## config.mk

```make
export PLATFORM = sky130hd
export DESIGN_NAME = dds_freq_ctrl
export DESIGN_NICKNAME = d
export VERILOG_FILES = /design/src/rtl/dds_ctrl_pkg.sv /design/src/rtl/dds_rpt_timer.sv /design/src/rtl/dds_freq_ctrl.sv
export SDC_FILE = /design/constraint.sdc
export NUM_CORES = 1
export LEC_CHECK = 0
export BUFFER_PORTS_ARGS = -buffer_cell sky130_fd_sc_hd__buf_2
export CELL_PAD_IN_SITES_DETAIL_PLACEMENT = 1
export CELL_PAD_IN_SITES_GLOBAL_PLACEMENT = 2
export CORE_ASPECT_RATIO = 1.1
export CORE_MARGIN = 5
export CORE_UTILIZATION = 38
export CTS_CLUSTER_SIZE = 30
export DETAILED_ROUTE_END_ITERATION = 12
export PLACE_DENSITY = 0.81
export SYNTH_ARGS = -nofsm -noshare
export SYNTH_HDL_FRONTEND = slang
export SYNTH_SLANG_ARGS = --single-unit
export TNS_END_PERCENT = 20
```

## constraint.sdc

```tcl
create_clock -name clk_i -period 6.8 [get_ports clk_i]
set_input_delay 0.34 -clock clk_i [delete_from_list [all_inputs] [get_ports clk_i]]
set_output_delay 0.34 -clock clk_i [all_outputs]
set_load 0.01 [all_outputs]
```

## src/rtl/dds_ctrl_pkg.sv

```systemverilog
// Shared types, step table and tuning-word arithmetic for the DDS frequency controller.
package dds_ctrl_pkg;

  typedef enum logic [2:0] {
    ST_INIT,
    ST_IDLE,
    ST_CALC,
    ST_LOAD,
    ST_SETTLE,
    ST_HOLD
  } state_e;

  typedef enum logic [1:0] {
    DIR_NONE,
    DIR_UP,
    DIR_DOWN
  } dir_e;

  localparam int unsigned TMR_W = 32;

  // Index 0 is the finest step (1 Hz at 100 MHz), index 3 the coarsest (1 kHz).
  localparam logic [3:0][31:0] STEP_LUT = {32'd42950, 32'd4295, 32'd430, 32'd43};

  // Add or subtract one step with a carry/borrow bit, then clamp into [lo, hi].
  function automatic logic [31:0] next_ftw(
    input logic [31:0] cur,
    input logic [31:0] step,
    input logic        up,
    input logic [31:0] lo,
    input logic [31:0] hi
  );
    logic [32:0] sum;
    logic [31:0] res;
    if (up) begin
      sum = {1'b0, cur} + {1'b0, step};
    end else begin
      sum = {1'b0, cur} - {1'b0, step};
    end
    res = sum[31:0];
    if (up && (sum > {1'b0, hi})) begin
      res = hi;
    end
    if (!up && (sum[32] || (sum[31:0] < lo))) begin
      res = lo;
    end
    return res;
  endfunction

endpackage

```

## src/rtl/dds_rpt_timer.sv

```systemverilog
// Auto-repeat timer: the first interval after a clear is RPT_DLY cycles, later ones RPT_PER.
module dds_rpt_timer
  import dds_ctrl_pkg::*;
#(
  parameter int unsigned RPT_DLY = 50_000_000,
  parameter int unsigned RPT_PER = 10_000_000
) (
  input  logic clk_i,
  input  logic rst_n_i,
  input  logic start_i,
  input  logic clear_i,
  output logic tick_o
);

  localparam logic [TMR_W-1:0] DLY_LD = TMR_W'(RPT_DLY - 1);
  localparam logic [TMR_W-1:0] PER_LD = TMR_W'(RPT_PER - 1);

  logic [TMR_W-1:0] cnt_q, cnt_d;
  logic             active_q, active_d;
  logic             repeat_q, repeat_d;

  assign tick_o = active_q && (cnt_q == '0);

  // repeat_q remembers that one tick already fired, so the next start uses the short period.
  always_comb begin
    cnt_d    = cnt_q;
    active_d = active_q;
    repeat_d = repeat_q;
    if (clear_i) begin
      cnt_d    = '0;
      active_d = 1'b0;
      repeat_d = 1'b0;
    end else if (start_i) begin
      active_d = 1'b1;
      cnt_d    = repeat_q ? PER_LD : DLY_LD;
    end else if (active_q) begin
      if (cnt_q == '0) begin
        active_d = 1'b0;
        repeat_d = 1'b1;
      end else begin
        cnt_d = cnt_q - TMR_W'(1);
      end
    end
  end

  always_ff @(posedge clk_i or negedge rst_n_i) begin
    if (!rst_n_i) begin
      cnt_q    <= '0;
      active_q <= 1'b0;
      repeat_q <= 1'b0;
    end else begin
      cnt_q    <= cnt_d;
      active_q <= active_d;
      repeat_q <= repeat_d;
    end
  end

endmodule

```

## src/rtl/dds_freq_ctrl.sv

```systemverilog
// Button-driven DDS tuning-word controller with clamping, settle time and auto-repeat.
module dds_freq_ctrl
  import dds_ctrl_pkg::*;
#(
  parameter logic [31:0] FTW_INIT   = 32'd42950,
  parameter logic [31:0] FTW_MIN    = 32'd43,
  parameter logic [31:0] FTW_MAX    = 32'h4000_0000,
  parameter int unsigned SETTLE_CYC = 16,
  parameter int unsigned RPT_DLY    = 50_000_000,
  parameter int unsigned RPT_PER    = 10_000_000
) (
  input  logic        clk_i,
  input  logic        rst_n_i,
  input  logic        up_btn_i,
  input  logic        down_btn_i,
  input  logic [1:0]  step_sel_i,
  output logic [31:0] frequency_o,
  output logic        freq_up_trigger_o,
  output logic        freq_down_trigger_o,
  output logic        busy_o,
  output logic        at_limit_o
);

  localparam int unsigned   SW          = (SETTLE_CYC > 1) ? $clog2(SETTLE_CYC) : 1;
  localparam logic [SW-1:0] SETTLE_LAST = SW'(SETTLE_CYC - 1);

  state_e        state_q, state_d;
  dir_e          dir_q, dir_d;
  logic [31:0]   freq_q, freq_d;
  logic [31:0]   next_q, next_d;
  logic          up_trig_q, up_trig_d;
  logic          dn_trig_q, dn_trig_d;
  logic [SW-1:0] cnt_q, cnt_d;
  logic          up_lvl_q, dn_lvl_q;
  logic          up_rise_q, dn_rise_q;
  logic          origin_held, other_held;
  logic          tmr_start, tmr_clear, tmr_tick;

  // Button level and rising-edge registers; the edge register is the first latency stage.
  always_ff @(posedge clk_i or negedge rst_n_i) begin
    if (!rst_n_i) begin
      up_lvl_q  <= 1'b0;
      dn_lvl_q  <= 1'b0;
      up_rise_q <= 1'b0;
      dn_rise_q <= 1'b0;
    end else begin
      up_lvl_q  <= up_btn_i;
      dn_lvl_q  <= down_btn_i;
      up_rise_q <= up_btn_i & ~up_lvl_q;
      dn_rise_q <= down_btn_i & ~dn_lvl_q;
    end
  end

  assign origin_held = ((dir_q == DIR_UP) && up_lvl_q) || ((dir_q == DIR_DOWN) && dn_lvl_q);
  assign other_held  = ((dir_q == DIR_UP) && dn_lvl_q) || ((dir_q == DIR_DOWN) && up_lvl_q);

  dds_rpt_timer #(
    .RPT_DLY(RPT_DLY),
    .RPT_PER(RPT_PER)
  ) u_rpt_timer (
    .clk_i  (clk_i),
    .rst_n_i(rst_n_i),
    .start_i(tmr_start),
    .clear_i(tmr_clear),
    .tick_o (tmr_tick)
  );

  always_comb begin
    state_d   = state_q;
    dir_d     = dir_q;
    freq_d    = freq_q;
    next_d    = next_q;
    up_trig_d = 1'b0;
    dn_trig_d = 1'b0;
    cnt_d     = cnt_q;
    tmr_start = 1'b0;
    tmr_clear = 1'b0;
    unique case (state_q)
      ST_INIT: begin
        freq_d    = FTW_INIT;
        up_trig_d = 1'b1;
        dir_d     = DIR_NONE;
        cnt_d     = '0;
        tmr_clear = 1'b1;
        state_d   = ST_SETTLE;
      end
      ST_IDLE: begin
        tmr_clear = 1'b1;
        if (up_rise_q && !dn_rise_q) begin
          dir_d   = DIR_UP;
          state_d = ST_CALC;
        end else if (dn_rise_q && !up_rise_q) begin
          dir_d   = DIR_DOWN;
          state_d = ST_CALC;
        end
      end
      ST_CALC: begin
        next_d  = next_ftw(freq_q, STEP_LUT[step_sel_i], dir_q == DIR_UP, FTW_MIN, FTW_MAX);
        state_d = ST_LOAD;
      end
      ST_LOAD: begin
        if (next_q != freq_q) begin
          freq_d    = next_q;
          up_trig_d = (dir_q == DIR_UP);
          dn_trig_d = (dir_q == DIR_DOWN);
        end
        cnt_d   = '0;
        state_d = ST_SETTLE;
      end
      ST_SETTLE: begin
        if (cnt_q == SETTLE_LAST) begin
          cnt_d = '0;
          if (origin_held) begin
            tmr_start = 1'b1;
            state_d   = ST_HOLD;
          end else begin
            state_d = ST_IDLE;
          end
        end else begin
          cnt_d = cnt_q + SW'(1);
        end
      end
      ST_HOLD: begin
        // Leaving the hold takes priority over a repeat tick in the same cycle.
        if (!origin_held || other_held) begin
          tmr_clear = 1'b1;
          state_d   = ST_IDLE;
        end else if (tmr_tick) begin
          state_d = ST_CALC;
        end
      end
      default: state_d = ST_INIT;
    endcase
  end

  always_ff @(posedge clk_i or negedge rst_n_i) begin
    if (!rst_n_i) begin
      state_q   <= ST_INIT;
      dir_q     <= DIR_NONE;
      freq_q    <= FTW_INIT;
      next_q    <= '0;
      up_trig_q <= 1'b0;
      dn_trig_q <= 1'b0;
      cnt_q     <= '0;
    end else begin
      state_q   <= state_d;
      dir_q     <= dir_d;
      freq_q    <= freq_d;
      next_q    <= next_d;
      up_trig_q <= up_trig_d;
      dn_trig_q <= dn_trig_d;
      cnt_q     <= cnt_d;
    end
  end

  assign frequency_o         = freq_q;
  assign freq_up_trigger_o   = up_trig_q;
  assign freq_down_trigger_o = dn_trig_q;
  assign busy_o              = (state_q != ST_IDLE);
  assign at_limit_o          = (freq_q == FTW_MIN) || (freq_q == FTW_MAX);

endmodule
```

==> results by group, run 1 <==
Cells and area
  – # diodes: 0
  – Post-route cell area: 0.00891 mm^2
  – Fill cell count: about 2400
  – Register area: between 0.002 and 0.003 mm^2
  – Fin nets: 988
  – Layout area overhead: 12.1%
  – Multi-input logic area: 0.00477 mm^2
  – Post-Layout Cell Count: around 1200
  – Fraction of layout cells with a size suffix above 1: around 12%

STA
  – Final setup vio count: 0
  – Clock Skews: 0.0135 ns
  – RSZ-0062 raised after global routing: no
  – Part of the cycle the worst path needs: 80.1%
  – WHS: approximately 0.032 ns
  – Hold Fails Final Rpt: 0
  – Relative slew slack: 26.8%
  – TNS Setup: 0 ns
  – Final min period: 5.45 ns
  – Worst Tran Pin Value: 1.10 ns
  – Max-slew violation count: 0
  – Fmax: roughly 180 MHz

Global routing
  – Largest net degree at the start of global routing: 66
  – Initial antenna violation count: 0
  – GRT Util Overall: 22.0%
  – Global-route wire length before repair: between 40000 and 50000 um
  – Vias in the first global route: 7566
  – GRT Residual Overflow: 0

Clock tree
  – Worst-skew pair later-pin latency: around 0.43 ns
  – Htree depth: 4
  – Post-CTS Resized: 0
  – Setup bufs post-CTS: 0
  – Clk buf depth: 2
  – Clk Tree Root Cell: clkbuf_16
  – Clk pin slew, worst setup/hold paths: 0.06 ns
  – Clock Sinks: 113
  – TritonCTS clock tree: yes
  – Num CTS Buffers: 17

Synthesis
  – Yosys top cell by area: dfrtp_1
  – Distinct cell type count after synthesis: 77
  – Number of synthesized flops with an enable pin: 0
  – Synthesized area: 0.00794 mm^2
  – Yosys reg bits: 113
  – Seq/Total Area, Yosys: 35.7%
  – Syn_nets: between 900 and 1000
  – Ranking of synthesized cells by area: dfrtp_1 33%, xor2_1 5.8%, nand2_1 5.5%, a21oi_1 4.6%, xnor2_1 4.4%
  – Asr flop ratio synth: 100%
  – Syn Inst Count: 940
  – Top cell type's share of synthesized area: around 33%
  – YS warnings: 0
  – Top_reg_cell synth: dfrtp_1
  – Synth Area per Inst: around 8.5 um^2

Floorplanning
  – Die width: about 150 um
  – Starting density of the core: between 30% and 40%
  – IO Pins: 42
  – Core area: 0.0206 mm^2
  – Cell row count: 55
  – Die footprint: approximately 0.024 mm^2
  – Die Y: 162 um

Setup path
  – Worst R2R Setup Slack: 1.35 ns
  – Worst path most repeated cell: nand2_1
  – Critical path's largest stage delay: 0.83 ns
  – Worst Path Arrival: 5.80 ns
  – Worst Path Required: 7.16 ns
  – CP Capture Type: flip-flop
  – Crit path kind: flip-flop to flip-flop
  – Slowest CP cell: o31ai_4
  – Crit-path cells: nor2b_4, inv_4, xnor2_1, ha_1, nand2_1, o21ai_0, a41oi_1, nand2_1, a2111oi_0, nor2_1, xor2_1, nor4b_1, nand4_1, o31ai_4, a32o_1
  – CP Max Fanout: 34
  – CP startpoint kind: flip-flop

Power and ir drop
  – Internal power: 2440 uW
  – Sw Pwr: approximately 2400 uW
  – Combinational power share: 58.2%
  – Net Sw Frac: 49.2%
  – Power per cell area: 539 mW/mm^2
  – Clock power share: 19.6%
  – Peak supply drop: about 0.25 mV
  – Sequential share of power: 22.2%
  – Lkg Pwr: 0.00389 uW

Place
  – HPWL after detailed placement: 19200 um
  – Port Buffers: 41
  – Placed instance area: 0.00829 mm^2
  – Final RePlAce weighted congestion: a little under 0.9
  – Inst Count DP: 1190

Routing
  – Via Count: just over 7000
  – Total wire length: 25900 um
  – Iter 0 DRT Violations: around 330
  – Vias per cell: 5.91
  – Avg WL per Cell: 21.2 um
  – Pre-Repair DR Iteration Count: 5
  – DRC errors left: 0
  – ANT nets after route: 0

Worst hold path
  – HP Class: input pin to flip-flop

Outcome
  – Outcome: completed

Flow run
  – Max_cap viols: 0
==> worst max-delay path: cells and delay by family, from the launching register on <==
family | cells | cell delay, ns
AO/OA/AOI/OAI | 5 | 2.23
XOR/XNOR | 2 | 0.61
adder cells (fa/ha/maj) | 1 | 0.38
buffers and inverters | 1 | 0.17
flip-flops | 1 | 0.44
AND/OR/NAND/NOR | 6 | 1.53
==> state kept, by name (all words and copies together) (netlist names) <==
| name | count |
|---|---|
| freq_up_trigger_o | 1 |
| up_rise_q | 1 |
| u_rpt_timer.active_q | 1 |
| next_q | 32 |
| up_lvl_q | 1 |
| freq_down_trigger_o | 1 |
| state_q | 3 |
| u_rpt_timer.cnt_q | 32 |
| u_rpt_timer.repeat_q | 1 |
| dn_lvl_q | 1 |
| dir_q | 2 |
| cnt_q | 4 |
| dn_rise_q | 1 |
| frequency_o | 32 |
==> cell type report <==
cell class | instances | area share, %
clock buffers | 22 | 5.32
clock inverters | 9 | 1.47
inverters | 30 | 1.29
multi-input cells | 744 | 53.5
flip-flops and latches | 113 | 31.9
well taps | 256 | 3.60
repair buffers | 48 | 2.95
==> per-stage QoR <==
| stage | setup slack [ns] | util, % | power [uW] |
|---|---|---|---|
| global placement | 1.61 | 40.3 | 3830 |
| detailed placement | 1.39 | 40.3 | 3850 |
| CTS | 1.38 | 43.3 | 4810 |
| global route | 1.03 | 43.3 | 5130 |
| floorplan | 1.77 | - | 3030 |
| finish | 1.35 | 43.3 | 4800 |
==> worst paths after layout <==
kind,startpoint,end,cells past startpoint
worst min register to register,up_lvl_q$_DFF_PN0_,up_rise_q$_DFF_PN0_,1
worst max-delay path,dir_q[1]$_DFFE_PN0P_,next_q[11]$_DFFE_PN0P_,15
worst min-delay path,down_btn_i,dn_lvl_q$_DFF_PN0_,1
max in group asynchronous,rst_n_i,frequency_o[25]$_DFFE_PN0P_,3
worst max register to register,dir_q[1]$_DFFE_PN0P_,next_q[11]$_DFFE_PN0P_,15
min in group asynchronous,rst_n_i,frequency_o[12]$_DFFE_PN0P_,2
==> synth_stat cells (9+ instances only) <==
| master | n |
|---|---|
| a21o_1 | 11 |
| a21oi_1 | 73 |
| a31oi_1 | 13 |
| a32o_1 | 17 |
| clkbuf_1 | 40 |
| dfrtp_1 | 104 |
| dfstp_2 | 9 |
| ha_1 | 27 |
| inv_1 | 29 |
| nand2_1 | 116 |
| nand2b_1 | 11 |
| nand3_1 | 24 |
| nand4_1 | 16 |
| nor2_1 | 66 |
| nor2b_1 | 9 |
| nor3_1 | 36 |
| nor4_1 | 29 |
| o21ai_0 | 62 |
| xnor2_1 | 40 |
| xor2_1 | 53 |
==> layout by cell type (no fill, tap or decap), drive strengths merged, types with 4 or more instances in the layout <==
master | Yosys | final
nor4 | 29 | 29
a31oi | 13 | 13
inv | 30 | 30
dfstp | 9 | 9
xnor2 | 43 | 43
ha | 27 | 27
or4 | 4 | 4
o41ai | 4 | 4
nand3 | 24 | 24
buf | 13 | 47
clkbuf | 40 | 22
a32o | 17 | 17
a21o | 11 | 11
o211ai | 5 | 5
nand4 | 16 | 16
dfrtp | 104 | 104
or3 | 7 | 7
nor2b | 10 | 10
nor3 | 38 | 38
o31ai | 14 | 14
o21a | 8 | 8
o21ai | 68 | 68
nor2 | 66 | 66
nor3b | 7 | 7
nand2 | 116 | 116
xor2 | 53 | 53
and3 | 9 | 9
nand2b | 11 | 11
o22ai | 5 | 5
a21oi | 73 | 73
and2 | 4 | 4
nand3b | 4 | 4
a211oi | 9 | 9
==> logic make-up (layout without fill, tap and decap cells) <==
family	count (synthesis)	count (layout)	share of synthesized area [%]
buffers and inverters	83	109	4.35
muxes	2	2	0.268
xor gates and xnor gates	96	96	10.9
DFF	113	113	35.7
AOI/OAI and AO/OA	261	261	22.1
and+or+nand+nor	355	355	22.0
adders and majority gates	30	30	4.76
==> power groups by stage <==
| stage | combinational (uW) | sequential [uW] | clock, uW |
|---|---|---|---|
| 6_report | 2800 | 1070 | 940 |
| 5_1_grt | 3060 | 1090 | 988 |
| 4_1_cts | 2790 | 1070 | 953 |
| 3_5_place_dp | 2780 | 1070 | 0 |
| 3_3_place_gp | 2760 | 1070 | 0 |
| 2_1_floorplan | 2050 | 983 | 0 |
==> layer usage <==
layer  track usage (%)  part of all wire [%]
met3              2.89                   2.7
met4              7.43                   2.6
met5                 0                     0
met1              27.5                    44
met2              39.3                    51
==> timing repair <==
action,in CTS,in global routing
endpoints found under the setup margin,0,0
hold buffers,1,0
endpoints found under the hold margin,40,0
Power figures use the tool's default switching activity.
==> run 2, diff against run 1 <==
==> constraint.sdc (replaced) <==
create_clock -name clk_i -period 5.15 [get_ports clk_i]
set_input_delay 0.2575 -clock clk_i [delete_from_list [all_inputs] [get_ports clk_i]]
set_output_delay 0.2575 -clock clk_i [all_outputs]
set_load 0.01 [all_outputs]
==> run 2 against run 1 <==
Against the previous run:
- routed wire length grew 2.6%
- sequential power grew 30%
- combinational power grew 37%
- cell count grew 0.90%
- die area is the same
- sequential share of layout area shrank 0.46 points
- clock power grew 37%
- non-clock buffer count grew 10
- clock-buffer cell count grew 1
- design area grew 1.5%
- setup slack lost 1.1 ns
- critical path type unchanged
==> results by group, run 2 (synthesized netlist as in run 1, its figures left out) <==
STA
  – Fmax: 203 MHz
  – Max-slew violation count: 0
  – Relative slew slack: around 22%
  – TNS Setup: 0 ns
  – Clock Skews: 0.00994 ns
  – Final setup vio count: 0
  – Worst Tran Pin Value: approximately 1.2 ns
  – WHS: between 0.4 and 0.5 ns
  – Part of the cycle the worst path needs: approximately 95%
  – Final min period: 4.92 ns
  – Hold Fails Final Rpt: 0

Routing
  – ANT nets after route: 0
  – Avg WL per Cell: 21.6 um
  – Pre-Repair DR Iteration Count: 5
  – Vias per cell: around 5.9
  – DRC errors left: 0
  – Via Count: 7227
  – Iter 0 DRT Violations: 338
  – Total wire length: 26600 um

Clock tree
  – Clk Tree Root Cell: clkbuf_16
  – Setup bufs post-CTS: 0
  – Clock Sinks: 113
  – Num CTS Buffers: 17
  – Clk buf depth: 2
  – Htree depth: 4
  – Worst-skew pair later-pin latency: 0.42 ns
  – Clk pin slew, worst setup/hold paths: 0.06 ns
  – TritonCTS clock tree: yes

Setup path
  – CP Capture Type: flip-flop
  – Critical path's largest stage delay: 0.65 ns
  – CP startpoint kind: flip-flop
  – Crit-path cells: nor2b_4, buf_4, xnor2_1, ha_1, nor2_1, o31ai_1, maj3_1, a41oi_4, o41ai_2, a31oi_1, xnor2_1, nor4_1, nand4_1, o31a_2, o41ai_1
  – Slowest CP cell: o41ai_2
  – CP Max Fanout: 35
  – Worst Path Arrival: about 5.2 ns
  – Worst Path Required: 5.45 ns
  – Worst path most repeated cell: xnor2_1
  – Crit path kind: flip-flop to flip-flop

Global routing
  – Global-route wire length before repair: 42700 um
  – Initial antenna violation count: 0
  – Vias in the first global route: 7607
  – GRT Residual Overflow: 0
  – Largest net degree at the start of global routing: 65
  – GRT Util Overall: between 20% and 30%

Power and ir drop
  – Power per cell area: 719 mW/mm^2
  – Lkg Pwr: 0.00397 uW
  – Peak supply drop: 0.333 mV

Cells and area
  – Layout area overhead: 13.8%
  – Fill cell count: between 2000 and 2500
  – Commonest non-fill, non-tap cell in the layout: nand2_1
  – Fraction of layout cells with a size suffix above 1: 12.6%
  – # diodes: 0
  – Fin nets: 998
  – Commonest non-fill, non-tap cells in the layout: 116 x nand2_1, 104 x dfrtp_1, 73 x a21oi_1

Place
  – Final RePlAce weighted congestion: roughly 0.90
  – Port Buffers: 41
  – HPWL after detailed placement: 19300 um

Floorplanning
  – Die width: ~150 um
  – IO Pins: 42
  – Cell row count: 55
  – Die Y: approximately 160 um
  – Starting density of the core: 38.6%
  – Die footprint: 0.0239 mm^2
  – Core area: 0.0206 mm^2

Flow run
  – Max_cap viols: 0

Worst hold path
  – HP Class: flip-flop to flip-flop

Outcome
  – Outcome: completed
-- run 2: changes by cell type in the layout (fill, tap and decap cells not counted), sizes merged --
cell / delta
buf: +8
dlygate4sd3: +2
clkinvlp: -1
bufinv: +1
clkbuf: +1
-- run 2: area by class of cell --
type	count	area [um^2]	share of cell area (%)
well taps	256	320	3.54
repair buffers	58	355	3.93
multi-input cells	744	4780	52.9
clock buffers	23	478	5.29
clock inverters	9	154	1.70
inverters	30	115	1.27
flip-flops and latches	113	2840	31.4
-- run 2: routing by layer --
| metal | track usage [%] | up-vias | wire (um) |
|---|---|---|---|
| met5 | 0 | - | 0 |
| met4 | 7.81 | 0 | 717 |
| met3 | 3.45 | 36 | 981 |
| met2 | 39.8 | 135 | 13400 |
| met1 | 28.2 | 3611 | 11500 |
| li1 | - | 3445 | - |
-- run 2: worst max-delay path: cells and delay by family, from the launching register on --
family	cells	cell delay, ns
xor+xnor	2	0.33
flops	1	0.45
compound gates	6	2.03
buf+inv	1	0.45
fa+ha+maj	2	0.71
simple gates	4	0.81
-- run 2: what timing repair did --
| action | 4_1_cts | 5_1_grt |
|---|---|---|
| endpoints found under the setup margin | 0 | 25 |
| hold buffers | 3 | 0 |
| resized for setup | 0 | 4 |
| hold endpoints to repair | 57 | 0 |
-- run 2: final timing paths --
kind,from,to,slack [ns],depth (start not counted)
hold reg to reg,up_lvl_q$_DFF_PN0_,up_rise_q$_DFF_PN0_,0.48,1
setup / recovery,dir_q[1]$_DFFE_PN0P_,next_q[4]$_DFFE_PN0P_,0.23,15
min in group asynchronous,rst_n_i,frequency_o[12]$_DFFE_PN0P_,0.51,2
setup reg to reg,dir_q[1]$_DFFE_PN0P_,next_q[4]$_DFFE_PN0P_,0.23,15
max in group asynchronous,rst_n_i,next_q[29]$_DFFE_PN0P_,3.42,3
hold / removal,up_lvl_q$_DFF_PN0_,up_rise_q$_DFF_PN0_,0.48,1
-- run 2: report_power, final --
group	switching, uW	leakage [uW]	internal, uW
clock network	439	0.000303	847
logic	2440	0.00217	1380
registers	297	0.00149	1090
total	3180	0.00397	3320
-- run 2: per-stage QoR --
| stage | setup WS, ns | power [uW] | cell area (um^2) | instances | utilization, % |
|---|---|---|---|---|---|
| final | 0.235 | 6500 | 9040 | 1233 | 43.9 |
| after CTS | 0.174 | 6470 | 9030 | 1233 | 43.9 |
| after detailed placement | 0.254 | 5140 | 8370 | 1198 | 40.7 |
| after global routing | -0.0707 | 6920 | 9040 | 1233 | 43.9 |
| after global placement | 0.404 | 5110 | 8370 | 1198 | 40.7 |
| after floorplan | 0.118 | 4010 | 7940 | 940 | - |
==> run 3, diff against run 2 <==
--- a/config.mk
+++ b/config.mk
@@ -14,6 +14,7 @@
 export CTS_CLUSTER_SIZE = 30
 export DETAILED_ROUTE_END_ITERATION = 12
 export PLACE_DENSITY = 0.81
+export REMOVE_ABC_BUFFERS = 1
 export SYNTH_ARGS = -nofsm -noshare
 export SYNTH_HDL_FRONTEND = slang
 export SYNTH_SLANG_ARGS = --single-unit
==> constraint.sdc (replaced) <==
create_clock -name clk_i -period 5.15 [get_ports clk_i]
set_input_delay 0.7725 -clock clk_i [delete_from_list [all_inputs] [get_ports clk_i]]
set_output_delay 0.7725 -clock clk_i [all_outputs]
set_load 0.01 [all_outputs]
==> run 3 against run 2 <==
Against the previous run:
- register-to-register slack better by 0.28 ns
- clock-buffer cell count is 1 higher
- via count hardly changed
==> results by group, run 3 (synthesized netlist as in run 1, its figures left out) <==
Clock tree
  – Htree depth: 4
  – TritonCTS clock tree: yes
  – Clk pin slew, worst setup/hold paths: 0.06 ns
  – Setup bufs post-CTS: 0
  – Clk Tree Root Cell: clkbuf_16
  – Worst-skew pair later-pin latency: 0.42 ns
  – Cts hold-fix bufs: 0
  – Clk buf depth: 2
  – Num CTS Buffers: 17
  – Clock Sinks: 113
  – Post-CTS Resized: 0

Global routing
  – GRT Util Overall: between 20 and 25%
  – GRT Residual Overflow: 0
  – Global-route wire length before repair: approximately 43000 um
  – Initial antenna violation count: 0
  – Largest net degree at the start of global routing: between 70 and 80
  – Vias in the first global route: 7496

Routing
  – Pre-Repair DR Iteration Count: 4
  – Avg WL per Cell: 21.4 um
  – DRC errors left: 0
  – Top Layer Used: met4
  – Wl on met1: around 11000 um
  – Total wire length: 26400 um
  – ANT nets after route: 0
  – Via Count: between 7000 and 8000
  – Vias per cell: 5.85
  – Iter 0 DRT Violations: 354
  – Met3 wire len: 773 um
  – Met2 wire len: between 10000 and 15000 um

Setup path
  – CP startpoint kind: flip-flop
  – Crit-path cells: nor2b_4, inv_4, xnor2_1, ha_1, a21oi_1, nand2_1, a311o_1, a41oi_4, o21ai_0, xnor2_2, nand3_1, nor4_1, nand4_1, o31a_2, o41ai_1
  – Depth of the worst register-to-register path: 15
  – Crit path kind: flip-flop to flip-flop
  – Worst Path Arrival: 4.94 ns
  – CP Capture Type: flip-flop
  – Critical path's largest stage delay: 0.54 ns
  – Slowest CP cell: o31a_2
  – Worst Path Required: 5.46 ns
  – CP Max Fanout: 12

STA
  – Fmax: between 200 and 250 MHz
  – Final WS setup: between 0.5 and 0.6 ns
  – Final setup vio count: 0
  – RSZ-0062 raised after global routing: no
  – Hold Fails Final Rpt: 0
  – Max-slew violation count: 0
  – Relative slew slack: 29.8%
  – Final min period: 4.64 ns
  – TNS Setup: 0 ns
  – Worst Tran Pin Value: 1.05 ns
  – Part of the cycle the worst path needs: between 90 and 100%
  – Clock Skews: 0.00836 ns

Cells and area
  – # diodes: 0
  – Layout area overhead: 13.9%
  – Fraction of layout cells with a size suffix above 1: roughly 13%
  – Fin nets: 1000
  – Commonest non-fill, non-tap cells in the layout: 116 x nand2_1, 104 x dfrtp_1, 73 x a21oi_1
  – Post-route cell area: approximately 0.0091 mm^2
  – Commonest non-fill, non-tap cell in the layout: nand2_1
  – Post-Route Utilization: between 40 and 50%

Place
  – Port Buffers: 41
  – Placed instance area: between 0.008 and 0.009 mm^2
  – HPWL after detailed placement: 19500 um
  – Final RePlAce weighted congestion: 0.887
  – Pre-CTS WS: 0.128 ns

Floorplanning
  – Starting density of the core: approximately 39%
  – Die width: 148 um
  – IO Pins: 42
  – Cell row count: 55
  – Core area: 0.0206 mm^2
  – Die footprint: 0.0239 mm^2
  – Die Y: 162 um

Worst hold path
  – Worst hold path depth: 1
  – HP Class: input pin to flip-flop

Outcome
  – Outcome: completed

Power and ir drop
  – Power per cell area: around 720 mW/mm^2
  – Lkg Pwr: 0.00397 uW
  – Peak supply drop: between 0.3 and 0.4 mV

Flow run
  – Max_cap viols: 0
==> run 3: area by class of cell <==
type,count,area [um^2]
Fill cell,2437,11500
Multi-Input combinational cell,744,4810
Sequential cell,113,2840
Clock buffer,24,502
Timing Repair Buffer,60,363
Tap cell,256,320
Inverter,30,115
Clock inverter,8,101
==> run 3: path summary, 6_finish.rpt <==
path,from,end,slack [ns]
min in group asynchronous,rst_n_i,u_rpt_timer.cnt_q[5]$_DFFE_PN0P_,0.53
min,down_btn_i,dn_lvl_q$_DFF_PN0_,0.47
max,dir_q[0]$_DFFE_PN0P_,next_q[4]$_DFFE_PN0P_,0.51
max in group asynchronous,rst_n_i,cnt_q[0]$_DFFE_PN0P_,3.49
max reg2reg,dir_q[0]$_DFFE_PN0P_,next_q[4]$_DFFE_PN0P_,0.51
min reg2reg,up_lvl_q$_DFF_PN0_,up_rise_q$_DFF_PN0_,0.48
==> run 3: report_power, final <==
group	switching [uW]	total [uW]	internal (uW)
Clock	429	1200	775
Sequential	299	1390	1090
Combinational	2470	3960	1500
Total	3190	6550	3360
==> run 3: layer usage <==
metal	track usage (%)	vias up
met5	0	-
met1	28.1	3589
met3	3.17	49
li1	-	3474
met2	39.2	118
met4	9.79	0
==> run 3: critical path, delay by kind of cell, from the launching register on <==
family | cells | cell delay (ns)
xor gates and xnor gates | 2 | 0.57
DFF | 1 | 0.40
and+or+nand+nor | 5 | 1.04
AOI/OAI and AO/OA | 6 | 2.05
buffers and inverters | 1 | 0.10
adders and majority gates | 1 | 0.36
==> run 3: stage by stage <==
step	std cells	total power [uW]	hold WS (ns)
finish	1235	6550	0.467
detailed placement	1203	5280	0.477
CTS	1235	6520	0.453
floorplan	887	3940	0.425
global route	1235	6990	0.450
global placement	1203	5250	0.463
